==> src/rtl/softex_lane_scheduler.sv <==
// softex_lane_scheduler
// Phase sequencer for the parallel softmax lanes. It takes one job (beat
// count plus lane mask) and walks the active lanes through accumulate, drain,
// serial cross-lane reduction and normalize. It then pulses done for one cycle.
//
// Reducer handshake: red_valid_o and red_sel_o stay constant while REDUCE
// waits. A grant completes in any cycle where red_valid_o && red_ready_i, and
// the next cycle shows the next active lane, or NORM after the last lane.
// red_ready_i has no effect outside REDUCE.
module softex_lane_scheduler #(
  parameter int NUM_LANES = 4,
  parameter int CNT_W     = 16,
  parameter int SEL_W     = (NUM_LANES > 1) ? $clog2(NUM_LANES) : 1
) (
  input  logic                 clk_i,
  input  logic                 rst_i,
  input  logic                 clear_i,
  input  logic                 start_i,
  input  logic [CNT_W-1:0]     beats_i,
  input  logic [NUM_LANES-1:0] lane_mask_i,
  input  logic                 in_beat_i,
  input  logic                 out_beat_i,
  input  logic [NUM_LANES-1:0] lane_busy_i,
  input  logic                 red_ready_i,
  output logic [NUM_LANES-1:0] acc_en_o,
  output logic [NUM_LANES-1:0] norm_en_o,
  output logic                 red_valid_o,
  output logic [SEL_W-1:0]     red_sel_o,
  output logic [2:0]           phase_o,
  output logic                 busy_o,
  output logic                 done_o
);

  typedef enum logic [2:0] {
    S_IDLE   = 3'd0,
    S_ACC    = 3'd1,
    S_DRAIN  = 3'd2,
    S_REDUCE = 3'd3,
    S_NORM   = 3'd4,
    S_DONE   = 3'd5
  } state_t;

  state_t               state_q, nxt_state;
  logic [CNT_W-1:0]     cnt_q, nxt_cnt;
  logic [CNT_W-1:0]     beats_q, nxt_beats;
  logic [NUM_LANES-1:0] mask_q, nxt_mask;
  logic [SEL_W-1:0]     sel_q, nxt_sel;
  logic [SEL_W:0]       upper;
  logic                 last_beat;

  // Index of the lowest set bit; 0 when the mask is empty.
  function automatic logic [SEL_W-1:0] lowest_bit(input logic [NUM_LANES-1:0] m);
    logic [SEL_W-1:0] r;
    r = '0;
    for (int i = NUM_LANES - 1; i >= 0; i--) begin
      if (m[i]) r = SEL_W'(i);
    end
    return r;
  endfunction

  // {found, index} of the lowest set bit strictly above cur.
  function automatic logic [SEL_W:0] next_bit(input logic [NUM_LANES-1:0] m,
                                               input logic [SEL_W-1:0]     cur);
    logic [SEL_W:0] r;
    r = '0;
    for (int i = NUM_LANES - 1; i >= 0; i--) begin
      if (m[i] && (i > int'(cur))) r = {1'b1, SEL_W'(i)};
    end
    return r;
  endfunction

  // beats_q is never 0 in ACC/NORM, so beats_q-1 never underflows there and
  // the counter stops at beats_q-1, which avoids wrap even at the full range.
  assign last_beat = (cnt_q == (beats_q - CNT_W'(1)));
  assign upper     = next_bit(mask_q, sel_q);

  // Next-state, counter and grant-pointer logic.
  always_comb begin
    nxt_state = state_q;
    nxt_cnt   = cnt_q;
    nxt_beats = beats_q;
    nxt_mask  = mask_q;
    nxt_sel   = sel_q;
    case (state_q)
      S_IDLE: begin
        if (start_i) begin
          nxt_beats = beats_i;
          nxt_mask  = lane_mask_i;
          nxt_cnt   = '0;
          if ((beats_i == '0) || (lane_mask_i == '0)) nxt_state = S_DONE;
          else                                        nxt_state = S_ACC;
        end
      end
      S_ACC: begin
        if (in_beat_i) begin
          if (last_beat) begin
            nxt_cnt   = '0;
            nxt_state = S_DRAIN;
          end else begin
            nxt_cnt = cnt_q + CNT_W'(1);
          end
        end
      end
      S_DRAIN: begin
        if ((lane_busy_i & mask_q) == '0) begin
          nxt_sel   = lowest_bit(mask_q);
          nxt_state = S_REDUCE;
        end
      end
      S_REDUCE: begin
        if (red_ready_i) begin
          if (upper[SEL_W]) nxt_sel   = upper[SEL_W-1:0];
          else              nxt_state = S_NORM;
        end
      end
      S_NORM: begin
        if (out_beat_i) begin
          if (last_beat) begin
            nxt_cnt   = '0;
            nxt_state = S_DONE;
          end else begin
            nxt_cnt = cnt_q + CNT_W'(1);
          end
        end
      end
      S_DONE: begin
        nxt_state = S_IDLE;
      end
      default: begin
        nxt_state = S_IDLE;
      end
    endcase
  end

  // State, job registers and registered Moore outputs; reset/clear win.
  always_ff @(posedge clk_i) begin
    if (rst_i || clear_i) begin
      state_q     <= S_IDLE;
      cnt_q       <= '0;
      beats_q     <= '0;
      mask_q      <= '0;
      sel_q       <= '0;
      acc_en_o    <= '0;
      norm_en_o   <= '0;
      red_valid_o <= 1'b0;
      red_sel_o   <= '0;
      phase_o     <= 3'd0;
      busy_o      <= 1'b0;
      done_o      <= 1'b0;
    end else begin
      state_q     <= nxt_state;
      cnt_q       <= nxt_cnt;
      beats_q     <= nxt_beats;
      mask_q      <= nxt_mask;
      sel_q       <= nxt_sel;
      acc_en_o    <= (nxt_state == S_ACC)  ? nxt_mask : '0;
      norm_en_o   <= (nxt_state == S_NORM) ? nxt_mask : '0;
      red_valid_o <= (nxt_state == S_REDUCE);
      red_sel_o   <= nxt_sel;
      phase_o     <= nxt_state;
      busy_o      <= (nxt_state != S_IDLE);
      done_o      <= (nxt_state == S_DONE);
    end
  end

endmodule

==> config.mk <==
export PLATFORM = sky130hd
export DESIGN_NAME = softex_lane_scheduler
export DESIGN_NICKNAME = d
export VERILOG_FILES = /design/src/rtl/softex_lane_scheduler.sv
export SDC_FILE = /design/constraint.sdc
export NUM_CORES = 1
export LEC_CHECK = 0
export CAP_MARGIN = 20
export CORE_MARGIN = 5
export CORE_UTILIZATION = 53
export CTS_BUF_LIST = sky130_fd_sc_hd__clkbuf_8 sky130_fd_sc_hd__clkbuf_16
export CTS_CLUSTER_SIZE = 40
export DETAILED_ROUTE_END_ITERATION = 8
export PLACE_DENSITY = 0.79
export SLEW_MARGIN = 30
export SYNTH_ARGS = -nofsm -noshare
export SYNTH_HDL_FRONTEND = slang
export SYNTH_SLANG_ARGS = --single-unit
export TNS_END_PERCENT = 50
==> constraint.sdc <==
create_clock -name clk_i -period 3.6 [get_ports clk_i]
set_input_delay 0.54 -clock clk_i [delete_from_list [all_inputs] [get_ports clk_i]]
set_output_delay 0.54 -clock clk_i [all_outputs]
set_load 0.01 [all_outputs]
==> metrics <==
outcome finished, final reports clean; most common cell in the netlist dfxtp_1; Worst Hold End beats_q[15]; area grow syn2layout 21.8%; Clk pin slew, worst setup/hold paths 0.09 ns; worst-margin pin slew 0.890 ns; clock sinks 52; #FFs+latches synth 52; drt first-iter violations 170; max_slew headroom 0.407; Critical-path top delay cell or4_4; global-route wire length before repair 11.9 mm; FFs w/ async S/R, synth 0; DR WL met2 3.23 mm; CTS Buf Count 5; Clock Latency Late Sink around 0.31 ns; cell taking the most area after synthesis dfxtp_1; Tmin final approximately 3.4 ns; Sequential Area around 1000 um2; RR Endpoint cnt_q[4]; total power 1.19 mW; routed len/inst 15.4 um; max-cap viol count 0; Initial Util 0.552; hold-critical path depth 2; DRT met1 WL about 3.3 mm; layout cells sized above 1 0.0662; DR pass1 iterations 5; Worst EP arrival about 3.6 ns; hold buffers post-CTS 0; GPL Wtd Cong 0.900; yosys warns 0; adder-cell share of the synthesized area 0.00881; Synth top cells by count dfxtp_1, nand2_1, nor2_1; DRC violations left 0; postcts setup bufs 0; Peak VDD IR 0.225 mV; Post-DP HPWL 5.29 mm; CTS resizes 0; largest cells by area after synthesis dfxtp_1, nand2_1, xnor2_1; RSZ-0062 raised after global routing no; ys flop type dfxtp_1; NumNets Final 425; post-synthesis mux area share 0.0176; Mean Syn Cell Area 8.07 um2; TNS Setup 0 ns; final hold viol count 0; compound-gate portion of the synthesized area 0.185; I/O Buffers 46; Hold Path Class flip-flop to flip-flop; Filler cells 457; WL final 7.11 mm; Max stage delay on crit path 0.59 ns; CP Cell Sequence or4_1, or4_1, a2111o_1, a211o_1, or4_4, o21ai_4, nor2_1; Worst setup SP type flip-flop; xor/xnor share of the synthesized area 0.0987; kind of critical path flip-flop to flip-flop; Yosys cell types 55; grt total ovfl 0; post-synth top area share 0.367; CTS tree built; vias post-DR 2710; fin. max-slew vios 0; post-DR vias/cell approximately 6; Static Leak 1.22 nW; CP required 3.78 ns; largest net degree at the start of global routing 29; cell mode on critical path or4_1; critical path capture point type flip-flop; register area share after synthesis 0.367; GRT Util Overall 0.206; f_max 0.296 GHz; Tcrit/Tclk final 0.940; antenna fix cells 0; I/O Pins 47; initial antenna violation count 0; root buf cell clkbuf_8; pwr/cell area 345 nW/um2; area of the multi-input gates about 1700 um2; Post-Synth Simple-Gate Area 0.283; R2R depth 7; Met3 Wirelength 480 um; CTS max path bufs 2; Core Footprint 5140 um2; full die area approximately 6900 um2; Cell Rows 26; antenna-violating nets left 0; Setup WS post-layout 0.216 ns; top sig layer met4; vias in the first global route 2571; r2r setup slk 0.22 ns; worst r2r src beats_q[9]; hold path start beats_q[15]; crit path max fanout 16; H-tree depth 2; final setup vio count 0; largest family of logic cells by synthesized area simple AND/OR/NAND/NOR gates; Die X 83.2 um; syn_nets 385; cells after synthesis 352; Setup Skew between 0.01 and 0.015 ns; Mapped Area ~2800 um2; die height ~83 um; dpl ws about 0.23 ns; number of enable flip-flop cells after synthesis 0
## how the worst max path moves through the flow
stage / start / end / slack [ns] / cells after the start
after floorplan: beats_q[9] / cnt_q[0] / 0.40 / 9
after global placement: beats_q[9] / cnt_q[12] / 0.29 / 7
after detailed placement: beats_q[9] / cnt_q[6] / 0.23 / 7
after CTS: beats_q[9] / cnt_q[4] / 0.20 / 7
after global routing: beats_q[9] / cnt_q[4] / 0.08 / 7
final: beats_q[9] / cnt_q[4] / 0.22 / 7
## critical path, delay by kind of cell, from the launching register on
| kind | cells | cell delay (ns) |
|---|---|---|
| flops | 1 | 0.39 |
| compound gates | 3 | 1.13 |
| simple gates | 4 | 1.74 |
## layout by cell type (no fill, tap or decap), types with 2 or more instances in the layout
master           instances
ha_1                     2
clkdlybuf4s50_1         46
nand2b_1                 4
nand4_1                  9
a2111o_1                 2
a2111oi_0                2
and4b_1                  2
xnor2_1                 20
o21ai_4                  2
o211ai_1                 2
clkbuf_8                 5
nor2_1                  39
o31ai_1                  4
or3b_2                   2
nor4_1                   8
nor3_1                   7
or4_1                    4
mux2i_1                  5
and2_1                   3
a31oi_1                  4
o22ai_1                  3
o221ai_1                 3
a211o_1                  3
nand3_1                  6
or2_2                    4
buf_4                    6
a211oi_1                 7
and3_1                  14
nand2_1                 48
dfxtp_1                 52
inv_1                    8
a21oi_1                 28
xor2_1                  12
o21ai_0                  3
o21a_1                   2
## stage by stage
stage	hold slack (ns)	instances	cell area, um2	utilization
2_1_floorplan	0.449	352	2840	-
3_3_place_gp	0.483	455	3350	0.651
5_1_grt	0.521	463	3460	0.673
6_report	0.507	463	3460	0.673
3_5_place_dp	0.487	455	3350	0.651
4_1_cts	0.500	463	3460	0.673
## registers in the layout, indices dropped and copies added, names as in the netlist
name         cells
norm_en_o        4
state_q          3
red_valid_o      1
mask_q           4
sel_q            2
cnt_q           16
beats_q         16
busy_o           1
acc_en_o         4
done_o           1
## layer usage
metal / global-route usage / vias to the layer above
met2: 0.340 / 93
met4: 0.0609 / 0
met5: 0 / -
met1: 0.271 / 1262
met3: 0.0406 / 14
li1: - / 1341
## layout make-up
class                   count  share of cell area
multi-input cells         273               0.486
flip-flops and latches     52               0.301
repair buffers             52               0.146
well taps                  70              0.0253
clock buffers               5              0.0199
clock inverters             3              0.0123
inverters                   8             0.00869
## power by group
group	internal, mW	leakage [nW]	switching, mW
combinational	0.0918	0.736	0.0959
clock	0.208	0.0599	0.196
sequential	0.585	0.421	0.0153
total	0.885	1.22	0.307
## logic make-up after synthesis
group,after synthesis
AO/OA/AOI/OAI,75
XOR/XNOR,32
adder cells (fa/ha/maj),2
buffers and inverters,27
flip-flops,52
multiplexers,5
AND/OR/NAND/NOR,159
Power figures use the tool's default switching activity.
